File: src/rtl/mem_port_arbiter_pkg.sv
// rtl/mem_port_arbiter_pkg.sv - shared encodings and helpers for the memory port arbiter
package mem_port_arbiter_pkg;

  typedef enum logic [1:0] {
    ST_IDLE    = 2'd0,
    ST_BUSY_IF = 2'd1,
    ST_BUSY_DM = 2'd2
  } state_t;

  localparam logic [3:0] BE_WORD  = 4'b1111;
  localparam int         STARVE_W = 4;

  function automatic logic [STARVE_W-1:0] sat_inc(input logic [STARVE_W-1:0] v,
                                                 input logic [STARVE_W-1:0] lim);
    return (v >= lim) ? lim : v + STARVE_W'(1);
  endfunction

endpackage

File: src/rtl/mem_port_arbiter_if.sv
// rtl/mem_port_arbiter_if.sv - fetch, data and memory bus signals of the arbiter
interface mem_port_arbiter_if #(
  parameter int XLEN = 32
);

  logic            if_req;
  logic [XLEN-1:0] if_addr;
  logic            if_flush;
  logic            if_ack;
  logic [XLEN-1:0] if_rdata;

  logic            dm_req;
  logic            dm_we;
  logic [XLEN-1:0] dm_addr;
  logic [XLEN-1:0] dm_wdata;
  logic [3:0]      dm_be;
  logic            dm_ack;
  logic [XLEN-1:0] dm_rdata;

  logic            bus_req;
  logic            bus_we;
  logic [XLEN-1:0] bus_addr;
  logic [XLEN-1:0] bus_wdata;
  logic [3:0]      bus_be;
  logic            bus_ack;
  logic [XLEN-1:0] bus_rdata;

  modport master (
    input  if_req, if_addr, if_flush,
    input  dm_req, dm_we, dm_addr, dm_wdata, dm_be,
    input  bus_ack, bus_rdata,
    output if_ack, if_rdata, dm_ack, dm_rdata,
    output bus_req, bus_we, bus_addr, bus_wdata, bus_be
  );

  modport slave (
    output if_req, if_addr, if_flush,
    output dm_req, dm_we, dm_addr, dm_wdata, dm_be,
    output bus_ack, bus_rdata,
    input  if_ack, if_rdata, dm_ack, dm_rdata,
    input  bus_req, bus_we, bus_addr, bus_wdata, bus_be
  );

endinterface

File: src/rtl/mem_port_arbiter.sv
// rtl/mem_port_arbiter.sv - shares one memory bus port between fetch and data access
// Fixed priority DM > IF; an anti-starvation counter forces an IF grant.
module mem_port_arbiter
  import mem_port_arbiter_pkg::*;
#(
  parameter int XLEN       = 32,
  parameter int STARVE_MAX = 4
) (
  input  logic               clk,
  input  logic               reset,
  mem_port_arbiter_if.master mp
);

  localparam logic [STARVE_W-1:0] STARVE_LIM = STARVE_W'(STARVE_MAX);

  state_t              r_state;
  state_t              w_state_nxt;
  logic                r_bus_req;
  logic                r_bus_we;
  logic [XLEN-1:0]     r_bus_addr;
  logic [XLEN-1:0]     r_bus_wdata;
  logic [3:0]          r_bus_be;
  logic [STARVE_W-1:0] r_starve_cnt;
  logic [STARVE_W-1:0] w_starve_nxt;
  logic                r_flush_pend;
  logic                w_flush_nxt;
  logic                w_grant_if;
  logic                w_grant_dm;
  logic                w_if_ack;
  logic                w_dm_ack;

  always_comb begin
    w_state_nxt  = r_state;
    w_starve_nxt = r_starve_cnt;
    w_flush_nxt  = r_flush_pend;
    w_grant_if   = 1'b0;
    w_grant_dm   = 1'b0;
    case (r_state)
      ST_IDLE: begin
        if (mp.dm_req && mp.if_req) begin
          if (r_starve_cnt == STARVE_LIM) begin
            w_grant_if = 1'b1;
          end else begin
            w_grant_dm   = 1'b1;
            w_starve_nxt = sat_inc(r_starve_cnt, STARVE_LIM);
          end
        end else if (mp.dm_req) begin
          w_grant_dm = 1'b1;
        end else if (mp.if_req) begin
          w_grant_if = 1'b1;
        end
        if (w_grant_if) begin
          w_state_nxt  = ST_BUSY_IF;
          w_starve_nxt = '0;
        end
        if (w_grant_dm) begin
          w_state_nxt = ST_BUSY_DM;
        end
        w_flush_nxt = 1'b0;
      end
      ST_BUSY_IF: begin
        // A redirect during the fetch only silences its response; the bus cycle still completes.
        if (mp.bus_ack) begin
          w_state_nxt = ST_IDLE;
          w_flush_nxt = 1'b0;
        end else if (mp.if_flush) begin
          w_flush_nxt = 1'b1;
        end
      end
      ST_BUSY_DM: begin
        if (mp.bus_ack) begin
          w_state_nxt = ST_IDLE;
        end
      end
      default: begin
        w_state_nxt = ST_IDLE;
      end
    endcase
  end

  always_ff @(posedge clk) begin
    if (reset) begin
      r_state      <= ST_IDLE;
      r_starve_cnt <= '0;
      r_flush_pend <= 1'b0;
    end else begin
      r_state      <= w_state_nxt;
      r_starve_cnt <= w_starve_nxt;
      r_flush_pend <= w_flush_nxt;
    end
  end

  always_ff @(posedge clk) begin
    if (reset) begin
      r_bus_req   <= 1'b0;
      r_bus_we    <= 1'b0;
      r_bus_addr  <= '0;
      r_bus_wdata <= '0;
      r_bus_be    <= '0;
    end else begin
      r_bus_req <= (w_state_nxt != ST_IDLE);
      if (w_grant_dm) begin
        r_bus_we    <= mp.dm_we;
        r_bus_addr  <= mp.dm_addr;
        r_bus_wdata <= mp.dm_wdata;
        r_bus_be    <= mp.dm_be;
      end else if (w_grant_if) begin
        r_bus_we    <= 1'b0;
        r_bus_addr  <= mp.if_addr;
        r_bus_wdata <= '0;
        r_bus_be    <= BE_WORD;
      end
    end
  end

  assign w_if_ack = (r_state == ST_BUSY_IF) && mp.bus_ack && !r_flush_pend && !mp.if_flush;
  assign w_dm_ack = (r_state == ST_BUSY_DM) && mp.bus_ack;

  assign mp.if_ack    = w_if_ack;
  assign mp.dm_ack    = w_dm_ack;
  assign mp.if_rdata  = mp.bus_rdata;
  assign mp.dm_rdata  = mp.bus_rdata;
  assign mp.bus_req   = r_bus_req;
  assign mp.bus_we    = r_bus_we;
  assign mp.bus_addr  = r_bus_addr;
  assign mp.bus_wdata = r_bus_wdata;
  assign mp.bus_be    = r_bus_be;

endmodule

File: src/flat_wrapper.sv
// flat-port wrapper written by rule: the top's interface ports become plain ports
module mem_port_arbiter_flat import mem_port_arbiter_pkg::*;
#(
  parameter int XLEN       = 32,
  parameter int STARVE_MAX = 4
)
  (clk, reset, mp_if_req, mp_if_addr, mp_if_flush, mp_dm_req, mp_dm_we, mp_dm_addr, mp_dm_wdata, mp_dm_be, mp_bus_ack, mp_bus_rdata, mp_if_ack, mp_if_rdata, mp_dm_ack, mp_dm_rdata, mp_bus_req, mp_bus_we, mp_bus_addr, mp_bus_wdata, mp_bus_be);
  mem_port_arbiter_if #(.XLEN(XLEN)) mp_i ();
  input  logic clk;
  input  logic reset;
  input wire logic [$bits(mp_i.if_req)-1:0] mp_if_req;
  input wire logic [$bits(mp_i.if_addr)-1:0] mp_if_addr;
  input wire logic [$bits(mp_i.if_flush)-1:0] mp_if_flush;
  input wire logic [$bits(mp_i.dm_req)-1:0] mp_dm_req;
  input wire logic [$bits(mp_i.dm_we)-1:0] mp_dm_we;
  input wire logic [$bits(mp_i.dm_addr)-1:0] mp_dm_addr;
  input wire logic [$bits(mp_i.dm_wdata)-1:0] mp_dm_wdata;
  input wire logic [$bits(mp_i.dm_be)-1:0] mp_dm_be;
  input wire logic [$bits(mp_i.bus_ack)-1:0] mp_bus_ack;
  input wire logic [$bits(mp_i.bus_rdata)-1:0] mp_bus_rdata;
  output wire logic [$bits(mp_i.if_ack)-1:0] mp_if_ack;
  output wire logic [$bits(mp_i.if_rdata)-1:0] mp_if_rdata;
  output wire logic [$bits(mp_i.dm_ack)-1:0] mp_dm_ack;
  output wire logic [$bits(mp_i.dm_rdata)-1:0] mp_dm_rdata;
  output wire logic [$bits(mp_i.bus_req)-1:0] mp_bus_req;
  output wire logic [$bits(mp_i.bus_we)-1:0] mp_bus_we;
  output wire logic [$bits(mp_i.bus_addr)-1:0] mp_bus_addr;
  output wire logic [$bits(mp_i.bus_wdata)-1:0] mp_bus_wdata;
  output wire logic [$bits(mp_i.bus_be)-1:0] mp_bus_be;
  assign mp_i.if_req = mp_if_req;
  assign mp_i.if_addr = mp_if_addr;
  assign mp_i.if_flush = mp_if_flush;
  assign mp_i.dm_req = mp_dm_req;
  assign mp_i.dm_we = mp_dm_we;
  assign mp_i.dm_addr = mp_dm_addr;
  assign mp_i.dm_wdata = mp_dm_wdata;
  assign mp_i.dm_be = mp_dm_be;
  assign mp_i.bus_ack = mp_bus_ack;
  assign mp_i.bus_rdata = mp_bus_rdata;
  assign mp_if_ack = mp_i.if_ack;
  assign mp_if_rdata = mp_i.if_rdata;
  assign mp_dm_ack = mp_i.dm_ack;
  assign mp_dm_rdata = mp_i.dm_rdata;
  assign mp_bus_req = mp_i.bus_req;
  assign mp_bus_we = mp_i.bus_we;
  assign mp_bus_addr = mp_i.bus_addr;
  assign mp_bus_wdata = mp_i.bus_wdata;
  assign mp_bus_be = mp_i.bus_be;
  mem_port_arbiter #(.XLEN(XLEN), .STARVE_MAX(STARVE_MAX)) u_core (.clk(clk), .reset(reset), .mp(mp_i));
endmodule
File: config.mk
export PLATFORM = sky130hd
export DESIGN_NAME = mem_port_arbiter_flat
export DESIGN_NICKNAME = d
export VERILOG_FILES = /design/src/rtl/mem_port_arbiter_pkg.sv /design/src/rtl/mem_port_arbiter_if.sv /design/src/rtl/mem_port_arbiter.sv /design/src/flat_wrapper.sv
export SDC_FILE = /design/constraint.sdc
export NUM_CORES = 1
export LEC_CHECK = 0
export BUFFER_PORTS_ARGS = -buffer_cell sky130_fd_sc_hd__buf_4
export CAP_MARGIN = 10
export CORE_MARGIN = 3
export CORE_UTILIZATION = 36
export DETAILED_ROUTE_END_ITERATION = 6
export HOLD_SLACK_MARGIN = 0.02
export PLACE_DENSITY = 0.73
export SYNTH_ARGS = -nofsm -noshare
export SYNTH_HDL_FRONTEND = slang
export SYNTH_SLANG_ARGS = --single-unit
File: constraint.sdc
create_clock -name clk -period 1.47 [get_ports clk]
set_input_delay 0 -clock clk [delete_from_list [all_inputs] [get_ports clk]]
set_output_delay 0 -clock clk [all_outputs]
set_load 0.02 [all_outputs]
* After elaboration in Yosys (flattened, before gate mapping) *
Index checks and enable logic that the tools add are counted.
W data, S select, Z words.

cells by class
  mux-type cells = 30
  $add $sub $neg = 1
  $lt $le $gt $ge = 1
  reduce and logical (&&, ||, !) cells = 15
  equal/unequal tests = 5

operators by type and width
  cell                   count
  $mux W32               4
  $mux W4                6
  $mux W1                15
  $reduce_bool A2 Y1     4
  $mux W2                3
  $logic_and A1 B1 Y1    5
  $add A4 B1 Y4 const B  1
  $eq A4 B3 Y1 const B   1
  $ge A4 B3 Y1 const B   1
  $pmux W2 S2            1
  $ne A3 B3 Y1 const B   1
  $reduce_and A3 Y1      1
  $eq A2 B1 Y1 const B   1
  $eq A2 B2 Y1 const B   1
  $logic_not A1 Y1       2
  $logic_not A2 Y1       1
  $ne A2 B2 Y1 const B   1
  $pmux W1 S2            1
  $reduce_and A2 Y1      1
  $reduce_or A2 Y1       1

storage, ports and cells
  bits of input ports = 139
  word-level logic and storage cells = 60
  flip-flop bits (word level) = 77
  output and inout bits = 136

* Longest topological paths before layout *
Gate-level depths: netlist of the first run.

  depth after elaboration = 8
  depth in mapped cells = 8
  depth with buffers taken out = 6

* Worst setup path before layout of the first run *
Ideal clock, no wire load.

  kind = register -> register
  start point = register u_core.r_starve_cnt[0]
  end point = register u_core.r_bus_addr[26], in the netlist u_core.mp.bus_addr[26]
  stages on the path, launching flop included = 9
  path slack = -20 ps
  data arrival time = 1402 ps
  required time = 1382 ps
  setup time = 88 ps
  path buffers = 2
  clock period less this slack = 1490 ps
  path through = dfxtp_1 -> inv_1 -> ha_1 -> nand4b_1 -> and3_4 -> buf_6 -> buf_6 -> nor3_2 -> nor4_2

on the way
  word-level cells in the longest chain between the ends = 6
  elaborated cells between the ends (all ways) = 11
  those cells by class = 1 x eq/ne; 9 x mux; 1 x reduce/logical

RTL lines
  element                                         RTL line                 text
  start, declared                                 mem_port_arbiter.sv:23   logic [STARVE_W-1:0] r_starve_cnt;
  start signal, assigned                          mem_port_arbiter.sv:88   r_starve_cnt <= w_starve_nxt;
  $eq A4 B3 Y1 *                                  mem_port_arbiter.sv:41   if (r_starve_cnt == STARVE_LIM) begin
  $mux W1                                         mem_port_arbiter.sv:41
  $mux W1                                         mem_port_arbiter.sv:40   if (mp.dm_req && mp.if_req) begin
  $mux W1 (2 in a row)                            mem_port_arbiter.sv:38   case (r_state)
  $mux W32 or $reduce_bool A2 Y1 (tied branches)  --
  end signal, assigned                            mem_port_arbiter.sv:104  r_bus_addr <= mp.dm_addr;
  end signal, assigned                            mem_port_arbiter.sv:109  r_bus_addr <= mp.if_addr;
  end, declared                                   mem_port_arbiter.sv:20   logic [XLEN-1:0] r_bus_addr;

Every way passes the cells marked *; elsewhere a longest branch is shown, timed or not. The select of a mux whose other input is x is not followed.
A chain may end at the register's enable or synchronous reset.

* Worst setup path in the final report of the first run *
  start point = register u_core.r_starve_cnt[0]
  end point = register u_core.r_bus_wdata[27], in the netlist u_core.mp.bus_wdata[27]

on the way
  word-level cells in the longest chain between the ends = 6
  elaborated cells between the ends (all ways) = 11
  those cells by class = 1 x eq/ne; 9 x mux; 1 x reduce/logical

RTL lines
  element                                         RTL line                 text
  $eq A4 B3 Y1 *                                  mem_port_arbiter.sv:41
  $mux W1                                         mem_port_arbiter.sv:41
  $mux W1                                         mem_port_arbiter.sv:40
  $mux W1 (2 in a row)                            mem_port_arbiter.sv:38
  $mux W32 or $reduce_bool A2 Y1 (tied branches)  --
  end signal, assigned                            mem_port_arbiter.sv:105  r_bus_wdata <= mp.dm_wdata;
  end, declared                                   mem_port_arbiter.sv:21   logic [XLEN-1:0] r_bus_wdata;

Marked as above.

==> flow_metrics.py, run 1 <==
metrics = {
    "timing": {
        "fin_ws_ns": -0.121,
        "drv_slew": 0,
        "hold_slack_ns": -0.0202,
        "fmaxAchievable_ghz": 0.628,
        "rsz0062_at_grt": "true",
        "relSlewSlack_pct": 68.3,
        "tns_ns": -3.78,
        "setup_viol": 67,
        "tightestPinTransition_ns": 0.475,
        "post-route-period-util_pct": 108,
        "finalCriticalPeriod_ns": 1.59,
        "hold_viol_final": 1,
        "skew_ns": 0.0157,
    },
    "global_route": {
        "antenna_found_initial": 0,
        "grt_first_pass_wirelength_um": 22100,
        "grt_max_degree": 38,
        "grt.overflow.total": 0,
        "grt_use_total_pct": 24.5,
        "grt_pass1_vias": 4346,
    },
    "logic_synthesis": {
        "ys_seq_area_share_pct": 42.6,
        "synth_fp_nets": 569,
        "synth.largest_area_cell": "dfxtp_1",
        "async_flop_share_pct": 0,
        "avgSynthCellArea_um2": 8.53,
        "synth_area_leaders": "dfxtp_1, buf_4, nor2_1, a22oi_1, nor4_1",
        "synth_edf_count": 0,
        "synth_cells": 424,
        "syn_area_mm2": 0.00362,
        "yosysMostFrequentCell": "nor2_1",
        "yosysWarnings": 0,
        "synth_seq_cells": 77,
        "netlist.area_leader.share_pct": 42.6,
        "ys.flop_type": "dfxtp_1",
        "synth_cell_types": 30,
        "synth_common_cells": "nor2_1, dfxtp_1, buf_4",
    },
    "worst_setup_path": {
        "path_class": "register to register",
        "endpoint_kind": "register",
        "crit_fanout": 8,
        "cp_cell_sequence": "inv_2 -> ha_4 -> nand4b_1 -> and3_4 -> buf_12 -> clkbuf_16 -> a22oi_1 -> nor2_1",
        "cpLargestDelayFamily": "simple AND/OR/NAND/NOR gates",
        "cp.depth": 8,
        "path_buf_inv": 3,
        "rrSetupSlack_ns": -0.12,
        "reg2regPathDepth": 8,
        "cp.arrival_ns": 1.84,
        "worstPathRequired_ns": 1.72,
        "worstSetupStartpointType": "register",
        "r2r_end": "u_core.mp.bus_wdata[27]",
        "slowest_stage": "dfxtp_2",
        "max_stage_delay_ns": 0.33,
        "r2r_start": "u_core.r_starve_cnt[0]",
    },
    "placed_design": {
        "routabilityCongestion": 0.728,
        "placed_cells_incl_taps": 654,
        "pre_cts_slack_ns": -0.0891,
        "portBuffers": 178,
        "dp_hpwl_um": 8020,
        "dpl_cell_area_mm2": 0.00470,
    },
    "cts": {
        "cts-root-buf": "clkbuf_8",
        "cts-htree-levels": 3,
        "clk_latency_ns": 0.35,
        "cts_made_buffers": 9,
        "clock_sinks": 77,
        "cts_buffer_depth": 2,
        "cts_tree": "built",
        "path_clk_slew_ns": 0.10,
    },
    "routing": {
        "routed_wl_um": 15500,
        "wl_per_cell_um": 19.0,
        "drc": 0,
        "vias": 4210,
        "via_per_inst": 5.14,
        "drtIter0Drc": 200,
        "dr.pass1.iters": 5,
        "ant_nets": 0,
    },
    "hold_path": {
        "min_path_cells": 3,
        "hold_start": "mp_if_addr[4]",
        "holdPathEnd": "u_core.mp.bus_addr[4]",
        "hold_path.class": "input port to register",
    },
    "final_layout": {
        "syn_to_final_growth_pct": 90.3,
        "antenna_cells": 0,
        "drive_above_1_share_pct": 44.8,
        "fin_util_pct": 72.4,
        "design_area_mm2": 0.00688,
        "fin_cells": 819,
        "fillerInstances": 631,
        "fin_nets": 830,
    },
    "floorplanning": {
        "coreArea_mm2": 0.00950,
        "die_w_um": 106,
        "fp.dieArea_mm2": 0.0113,
        "ios": 275,
        "fp.dieH_um": 106,
        "initial_core_util_pct": 38.1,
        "row_count": 35,
    },
    "pwr": {
        "ir_drop_mv": 0.533,
        "p_leak_nw": 2.96,
        "powerDensity_mw_per_mm2": 898,
    },
    "outcome": {
        "status": "finished, violations left",
        "violations": "negative hold slack, negative setup slack",
    },
    "job": {
        "max-cap-violations": 0,
    },
}
[registers in the layout (all words and copies together), names as in the netlist]
register,count
u_core.mp.bus_req,1
u_core.mp.bus_addr,32
u_core.r_starve_cnt,4
u_core.mp.bus_wdata,32
u_core.r_state,2
u_core.r_flush_pend,1
u_core.mp.bus_we,1
u_core.mp.bus_be,4
[worst register-to-register path: cells and delay by family, from the launching register on]
family | cells | cell delay, ns
AO/OA/AOI/OAI | 1 | 0.21
adder cells (fa/ha/maj) | 1 | 0.13
flip-flops | 1 | 0.33
AND/OR/NAND/NOR | 3 | 0.44
buffers and inverters | 3 | 0.38
[cells by family after synthesis]
kind of cell / after synthesis / synth area share [%]
flops: 77 / 42.6
fa+ha+maj: 6 / 2.08
compound gates: 46 / 9.07
buf+inv: 100 / 18.7
simple gates: 195 / 27.5
[per-stage QoR]
| stage | hold WS [ns] | total power [mW] |
|---|---|---|
| after global routing | 0.0163 | 6.46 |
| final | -0.0202 | 6.18 |
| after detailed placement | 0.000211 | 3.85 |
| after CTS | 0.0203 | 5.96 |
| after global placement | 0.000211 | 3.81 |
| after floorplan | 0.0853 | 3.40 |
[metal layers]
layer  vias up  track usage, %  part of all wire [%]
met4         0            10.7                   4.2
met3        50            6.50                   7.8
met1      1980            24.4                    33
met5         -               0                     0
li1       1917               -                     -
met2       263            47.0                    55
[worst max-delay path by stage]
| stage | from | to | slack, ns |
|---|---|---|---|
| 2_1_floorplan | u_core.r_starve_cnt[0] | u_core.mp.bus_addr[26] | 0.004 |
| 3_3_place_gp | u_core.r_starve_cnt[0] | u_core.mp.bus_addr[10] | -0.001 |
| 3_5_place_dp | u_core.r_starve_cnt[0] | u_core.mp.bus_addr[11] | -0.09 |
| 4_1_cts | u_core.r_starve_cnt[0] | u_core.mp.bus_addr[0] | -0.07 |
| 5_1_grt | u_core.r_starve_cnt[0] | u_core.mp.bus_wdata[17] | -0.22 |
| 6_report | u_core.r_starve_cnt[0] | u_core.mp.bus_wdata[27] | -0.12 |
[cell type report]
cell class | count | area [µm²] | share of cell area, %
multi-input cells | 247 | 1780 | 25.8
repair buffers | 344 | 3180 | 46.3
well taps | 129 | 161 | 2.35
clock inverters | 7 | 68.8 | 1.00
inverters | 6 | 22.5 | 0.327
clock buffers | 9 | 124 | 1.80
flip-flops and latches | 77 | 1550 | 22.5
[what timing repair did]
item	CTS	global route
buffers inserted	8	0
pin swaps	32	37
gates resized for setup	34	49
endpoints found under the hold margin	136	2
endpoints found under the setup margin	40	73
hold buffers	131	2
gates cloned	2	7
[power breakdown]
group	leakage [nW]	total (mW)	internal [mW]	switching, mW
registers	0.636	2.37	2.26	0.112
logic	2.23	2.25	1.10	1.14
clock network	0.0907	1.56	0.651	0.910
total	2.96	6.18	4.02	2.17
[layout by cell type (no fill, tap or decap), types with 4 or more instances in the layout]
| master | count |
|---|---|
| a22oi_1 | 8 |
| a22oi_2 | 25 |
| buf_12 | 9 |
| buf_4 | 190 |
| clkbuf_16 | 4 |
| clkbuf_8 | 9 |
| dfxtp_1 | 74 |
| dlygate4sd3_1 | 133 |
| nor2_1 | 101 |
| nor2_2 | 6 |
| nor3_1 | 16 |
| nor3_2 | 17 |
| nor3_4 | 6 |
| nor4_1 | 22 |
| nor4_2 | 11 |
Note: power is estimated with default switching activity, not from simulation.
==> run 2: changes to the inputs <==
--- a/config.mk
+++ b/config.mk
@@ -5,13 +5,15 @@
 export SDC_FILE = /design/constraint.sdc
 export NUM_CORES = 1
 export LEC_CHECK = 0
+export ABC_AREA = 1
 export BUFFER_PORTS_ARGS = -buffer_cell sky130_fd_sc_hd__buf_4
 export CAP_MARGIN = 10
+export CORE_ASPECT_RATIO = 1.4
 export CORE_MARGIN = 3
-export CORE_UTILIZATION = 36
+export CORE_UTILIZATION = 38
 export DETAILED_ROUTE_END_ITERATION = 6
 export HOLD_SLACK_MARGIN = 0.02
-export PLACE_DENSITY = 0.73
+export PLACE_DENSITY = 0.75
 export SYNTH_ARGS = -nofsm -noshare
 export SYNTH_HDL_FRONTEND = slang
 export SYNTH_SLANG_ARGS = --single-unit
==> run 2 against run 1 <==
  * The run now ends clean
  * Critical endpoint is now mp_if_ack
  * Sequential power about the same
  * Largest power group unchanged
  * Sequential share of layout area hardly changed
  * Final area about the same
  * Power grew 10%
  * Utilization is 4.1 points lower
  * Largest cell class unchanged
  * Fmax increased by 11%
  * Clock skew down 0.0083 ns
  * Setup slack better by 0.16 ns
  * Highest routed layer unchanged
  * Combinational power shrank 4%
  * Register-to-register slack gained 0.16 ns
  * Non-clock buffer count decreased by 14
  * Critical path depth shrank 3
==> flow_metrics.py, run 2 <==
metrics = {
    "routing": {
        "via_per_inst": 4.89,
        "vias": 4711,
        "wl_per_cell_um": 16.7,
        "dr.pass1.iters": 6,
        "drc": 0,
        "routed_wl_um": 16100,
        "drtIter0Drc": 265,
        "ant_nets": 0,
    },
    "hold_path": {
        "min_path_cells": 5,
        "hold_path.class": "input port to register",
        "hold_start": "mp_dm_addr[24]",
    },
    "logic_synthesis": {
        "syn_area_mm2": 0.00396,
        "synth_common_cells": "nand2_1, inv_1, dfxtp_1",
        "synth_cell_types": 19,
        "yosysMostFrequentCell": "nand2_1",
        "synth_cells": 573,
        "synth_area_leaders": "dfxtp_1, nand2_1, buf_4, nand3_1, inv_1",
        "synth_fp_nets": 718,
        "synth_seq_cells": 77,
        "ys_seq_area_share_pct": 38.9,
        "netlist.area_leader.share_pct": 38.9,
        "async_flop_share_pct": 0,
        "yosysWarnings": 0,
        "avgSynthCellArea_um2": 6.92,
        "ys.flop_type": "dfxtp_1",
        "synth.largest_area_cell": "dfxtp_1",
        "synth_edf_count": 0,
    },
    "cts": {
        "postCtsSetupRepairBufs": 0,
        "clk_latency_ns": 0.33,
        "cts_tree": "built",
        "path_clk_slew_ns": 0.06,
        "cts_made_buffers": 9,
        "cts-htree-levels": 3,
        "clock_sinks": 77,
        "cts_buffer_depth": 2,
        "cts-root-buf": "clkbuf_16",
    },
    "floorplanning": {
        "initial_core_util_pct": 39.4,
        "fp.dieArea_mm2": 0.0117,
        "ios": 275,
        "die_w_um": 92.3,
        "coreArea_mm2": 0.0101,
        "row_count": 43,
        "fp.dieH_um": 127,
    },
    "worst_setup_path": {
        "cpLargestDelayFamily": "flip-flops",
        "path_class": "register to output pin",
        "max_stage_delay_ns": 0.34,
        "reg2regPathDepth": 8,
        "r2r_start": "u_core.r_state[1]",
        "slowest_stage": "dfxtp_2",
        "cp_cell_sequence": "buf_4 -> ha_1 -> nand2_1 -> nor3_1 -> buf_4",
        "startpoint": "u_core.r_state[0]",
        "path_buf_inv": 2,
        "cp.arrival_ns": 1.44,
        "crit_top_cell": "buf_4",
        "crit_fanout": 3,
        "worstPathRequired_ns": 1.47,
        "cp.depth": 5,
        "worstSetupStartpointType": "register",
        "endpoint_kind": "output pin",
    },
    "pwr": {
        "p_leak_nw": 3.56,
        "powerDensity_mw_per_mm2": 991,
        "ir_drop_mv": 0.655,
        "p_total_mw": 6.81,
    },
    "timing": {
        "relSlewSlack_pct": 59.6,
        "skew_ns": 0.00734,
        "finalCriticalPeriod_ns": 1.44,
        "fin_ws_ns": 0.0339,
        "drv_slew": 0,
        "hold_viol_final": 0,
        "setup_viol": 0,
        "post-route-period-util_pct": 97.7,
        "fmaxAchievable_ghz": 0.696,
        "tightestPinTransition_ns": 0.604,
        "tns_ns": 0,
        "rsz0062_at_grt": "true",
    },
    "placed_design": {
        "pre_cts_slack_ns": -0.0641,
        "portBuffers": 178,
        "placed_cells_incl_taps": 808,
        "routabilityCongestion": 0.797,
        "dp_hpwl_um": 9960,
    },
    "final_layout": {
        "fin_util_pct": 68.3,
        "fin_cells": 963,
        "drive_above_1_share_pct": 30.3,
        "final_common_cell": "buf_4",
        "mostFrequentLayoutCells": "buf_4, nand2_1, dlygate4sd3_1",
        "fin_nets": 964,
        "syn_to_final_growth_pct": 73.5,
    },
    "global_route": {
        "grt_max_degree": 39,
        "grt_pass1_vias": 4803,
        "antenna_found_initial": 3,
        "grt.overflow.total": 0,
        "grt_use_total_pct": 26.1,
        "grt_first_pass_wirelength_um": 23900,
    },
    "outcome": {
        "status": "completed",
    },
    "job": {
        "max-cap-violations": 0,
    },
}
==> run 2: cell count changes in the layout (fill, tap and decap cells not counted), moves of 25 or more <==
cell     delta
a21oi_1    +32
nand2_1   +129
nor2_1     -96
nand3_1    +69
a22oi_2    -25
inv_1      +76
==> run 2: path summary, 6_finish.rpt <==
kind	endpoint	slack (ns)
min	u_core.mp.bus_addr[24]	0.03
max	mp_if_ack	0.03
min reg2reg	u_core.mp.bus_wdata[20]	0.47
max reg2reg	u_core.mp.bus_wdata[16]	0.04
==> run 2: tightest hold or removal path, cell delays in order <==
cell	delay, ns
buf_4	0.08
nand3_1	0.07
nand3_1	0.10
nand2_1	0.05
inv_1	0.04
==> run 2: timing repair <==
item,4_1_cts,5_1_grt
endpoints found under the setup margin,60,62
hold buffers,132,0
endpoints found under the hold margin,134,0
cloned,1,2
pin swaps,2,1
gates resized for setup,9,41
==> run 2: cell families (layout without fill, tap and decap cells) <==
family | after synthesis | in the layout | share of synthesized area [%]
buffers and inverters | 181 | 432 | 24.5
other | 0 | 4 | 0
DFF | 77 | 77 | 38.9
adders and majority gates | 6 | 6 | 1.89
AOI/OAI and AO/OA | 80 | 80 | 10.4
and+or+nand+nor | 229 | 229 | 24.4
==> run 2: layout make-up <==
type                            count  area [µm²]
Timing Repair Buffer              330        2940
Antenna cell                        4        10.0
Clock buffer                       10         239
Multi-Input combinational cell    315        1570
Inverter                           86         334
Clock inverter                      6        70.1
Sequential cell                    77        1550
Tap cell                          135         169
Fill cell                         737        3180
==> run 2: report_power, final <==
part           leakage [nW]  total (mW)  switching, mW  internal [mW]
Clock                 0.142        2.28          0.904           1.37
Combinational          2.78        2.15           1.15          0.997
Sequential            0.637        2.39          0.112           2.28
==> run 2: routing by layer <==
metal	global-route usage, %	vias to the layer above	share of wire, %
li1	-	2219	-
met1	24.0	2129	32
met2	46.9	308	52
met3	11.9	55	12
met4	14.5	0	4.4
met5	0	-	0
==> run 2: per-stage QoR <==
step,hold slack [ns],area (µm²)
final,0.0323,6880
after global routing,0.0545,6870
after CTS,0.0214,6740
after detailed placement,0.000307,5020
after global placement,0.000307,5020
after floorplan,0.0831,3960
==> run 3: changes to the inputs <==
--- a/config.mk
+++ b/config.mk
@@ -8,12 +8,11 @@
 export ABC_AREA = 1
 export BUFFER_PORTS_ARGS = -buffer_cell sky130_fd_sc_hd__buf_4
 export CAP_MARGIN = 10
-export CORE_ASPECT_RATIO = 1.4
-export CORE_MARGIN = 3
-export CORE_UTILIZATION = 38
+export CORE_AREA = 3 3 105 107
 export DETAILED_ROUTE_END_ITERATION = 6
+export DIE_AREA = 0 0 108 110
 export HOLD_SLACK_MARGIN = 0.02
-export PLACE_DENSITY = 0.75
+export PLACE_DENSITY = 0.73
 export SYNTH_ARGS = -nofsm -noshare
 export SYNTH_HDL_FRONTEND = slang
 export SYNTH_SLANG_ARGS = --single-unit
==> constraint.sdc (replaced) <==
create_clock -name clk -period 1.6 [get_ports clk]
set_input_delay 0 -clock clk [delete_from_list [all_inputs] [get_ports clk]]
set_output_delay 0 -clock clk [all_outputs]
set_load 0.02 [all_outputs]
==> run 3 against run 2 <==
  * Utilization fell by 4.0 points
  * Hold slack better by 0.049 ns
  * Die area rose by 1.5%
  * Non-clock buffer count is 4 lower
  * Final area fell by 4.3%
  * Sequential share of layout area rose by 1.0 points
  * First-iteration DRC count grew 31%
  * Setup slack improved by 0.025 ns
==> flow_metrics.py, run 3 (synthesized netlist as in run 2, its figures left out) <==
metrics = {
    "pwr": {
        "powerDensity_mw_per_mm2": 806,
        "p_total_mw": 5.30,
        "ir_drop_mv": 0.504,
        "p_leak_nw": 3.44,
    },
    "placed_design": {
        "dp_hpwl_um": 8320,
        "portBuffers": 178,
        "routabilityCongestion": 0.861,
    },
    "worst_setup_path": {
        "path_class": "register to register",
        "cp.arrival_ns": 1.81,
        "endpoint_kind": "register",
        "worstPathRequired_ns": 1.87,
        "worstSetupStartpointType": "register",
        "crit_fanout": 4,
    },
    "floorplanning": {
        "row_count": 37,
        "die_w_um": 108,
        "fp.dieH_um": 110,
        "ios": 275,
        "coreArea_mm2": 0.0102,
        "initial_core_util_pct": 38.7,
        "fp.dieArea_mm2": 0.0119,
    },
    "cts": {
        "postCtsSetupRepairBufs": 0,
        "path_clk_slew_ns": 0.08,
        "cts_made_buffers": 9,
        "cts-htree-levels": 3,
        "cts_buffer_depth": 2,
        "clk_latency_ns": 0.35,
        "cts-root-buf": "clkbuf_8",
        "cts_tree": "built",
        "clock_sinks": 77,
    },
    "global_route": {
        "grt.overflow.total": 0,
        "grt_first_pass_wirelength_um": 21400,
        "antenna_found_initial": 0,
        "grt_use_total_pct": 22.7,
        "grt_pass1_vias": 4511,
        "grt_max_degree": 47,
    },
    "timing": {
        "relSlewSlack_pct": 68.3,
        "tns_ns": 0,
        "tightestPinTransition_ns": 0.474,
        "post-route-period-util_pct": 96.3,
        "drv_slew": 0,
        "finalCriticalPeriod_ns": 1.54,
        "skew_ns": 0.00458,
        "fmaxAchievable_ghz": 0.649,
        "hold_viol_final": 0,
        "setup_viol": 0,
    },
    "routing": {
        "vias": 4576,
        "dr.pass1.iters": 7,
        "ant_nets": 0,
        "wl_per_cell_um": 15.0,
        "drc": 0,
        "routed_wl_um": 14300,
        "via_per_inst": 4.79,
        "drtIter0Drc": 347,
    },
    "final_layout": {
        "mostFrequentLayoutCells": "buf_4, nand2_1, dlygate4sd3_1",
        "fin_nets": 960,
        "final_common_cell": "buf_4",
        "antenna_cells": 0,
        "syn_to_final_growth_pct": 66.1,
        "fillerInstances": 767,
        "drive_above_1_share_pct": 26.6,
    },
    "job": {
        "max-cap-violations": 0,
    },
    "outcome": {
        "status": "completed",
    },
    "hold_path": {
        "hold_path.class": "input port to register",
    },
}
==> run 3: cell types whose count changed in the layout (fill, tap and decap cells not counted), moves of 4 or more <==
cell | previous run | this run
buf_4 | 189 | 181
clkbuf_16 | 11 | 2
clkbuf_8 | 1 | 9
clkinv_2 | 0 | 4
diode_2 | 4 | 0
dlygate4sd3_1 | 132 | 137
nand2_1 | 132 | 148
nand2_2 | 14 | 2
==> run 3: what timing repair did <==
| action | in CTS | in global routing |
|---|---|---|
| resized for setup | 3 | 21 |
| hold buffers | 137 | 0 |
| hold endpoints to repair | 135 | 0 |
| setup endpoints to repair | 4 | 70 |
| pin swaps | 0 | 1 |
| gates cloned | 0 | 2 |
==> run 3: critical path, cell delays in order, from the launching register on <==
cell and delay, ns:
dfxtp_4 0.37, inv_2 0.05, ha_2 0.18, nand2_1 0.08, nand2_1 0.05, dlygate4sd3_1 0.57
nor3_2 0.17
==> run 3: where the power goes <==
group          switching, mW  total [mW]  internal [mW]
combinational          0.996        1.86          0.862
clock                  0.706        1.26          0.554
sequential            0.0961        2.18           2.09
==> run 3: area by class of cell <==
| class | count | area [µm²] | share of cell area (%) |
|---|---|---|---|
| clock buffers | 11 | 131 | 2.00 |
| repair buffers | 326 | 2890 | 43.9 |
| well taps | 136 | 170 | 2.59 |
| clock inverters | 5 | 27.5 | 0.418 |
| flip-flops and latches | 77 | 1550 | 23.5 |
| inverters | 86 | 325 | 4.94 |
| multi-input cells | 315 | 1490 | 22.7 |
==> run 3: worst paths after layout <==
path	slack, ns	from	cells after the start	end
worst max-delay path	0.06	u_core.r_state[1]	6	u_core.r_flush_pend
worst min-delay path	0.08	mp_bus_ack	6	u_core.r_state[0]
worst max register to register	0.06	u_core.r_state[1]	6	u_core.r_flush_pend
worst min register to register	0.47	u_core.mp.bus_wdata[29]	2	u_core.mp.bus_wdata[29]
==> run 3: layer usage <==
layer	wire (µm)	part of all wire (%)	track usage (%)
met3	1610	11	8.56
met1	5140	36	23.1
met4	413	2.9	10.7
met2	7170	50	41.0
met5	0	0	0
==> run 3: metrics by stage <==
step	setup WS (ns)	util (%)	instances	hold WS [ns]	instance area [µm²]
finish	0.0592	64.3	956	0.0808	6580
global placement	0.0595	48.3	801	0.000200	4940
detailed placement	-0.0256	48.3	801	0.000200	4940
CTS	0.0194	63.3	954	0.0563	6470
floorplan	0.162	-	573	0.0831	3960
global route	-0.0438	64.3	956	0.0897	6580
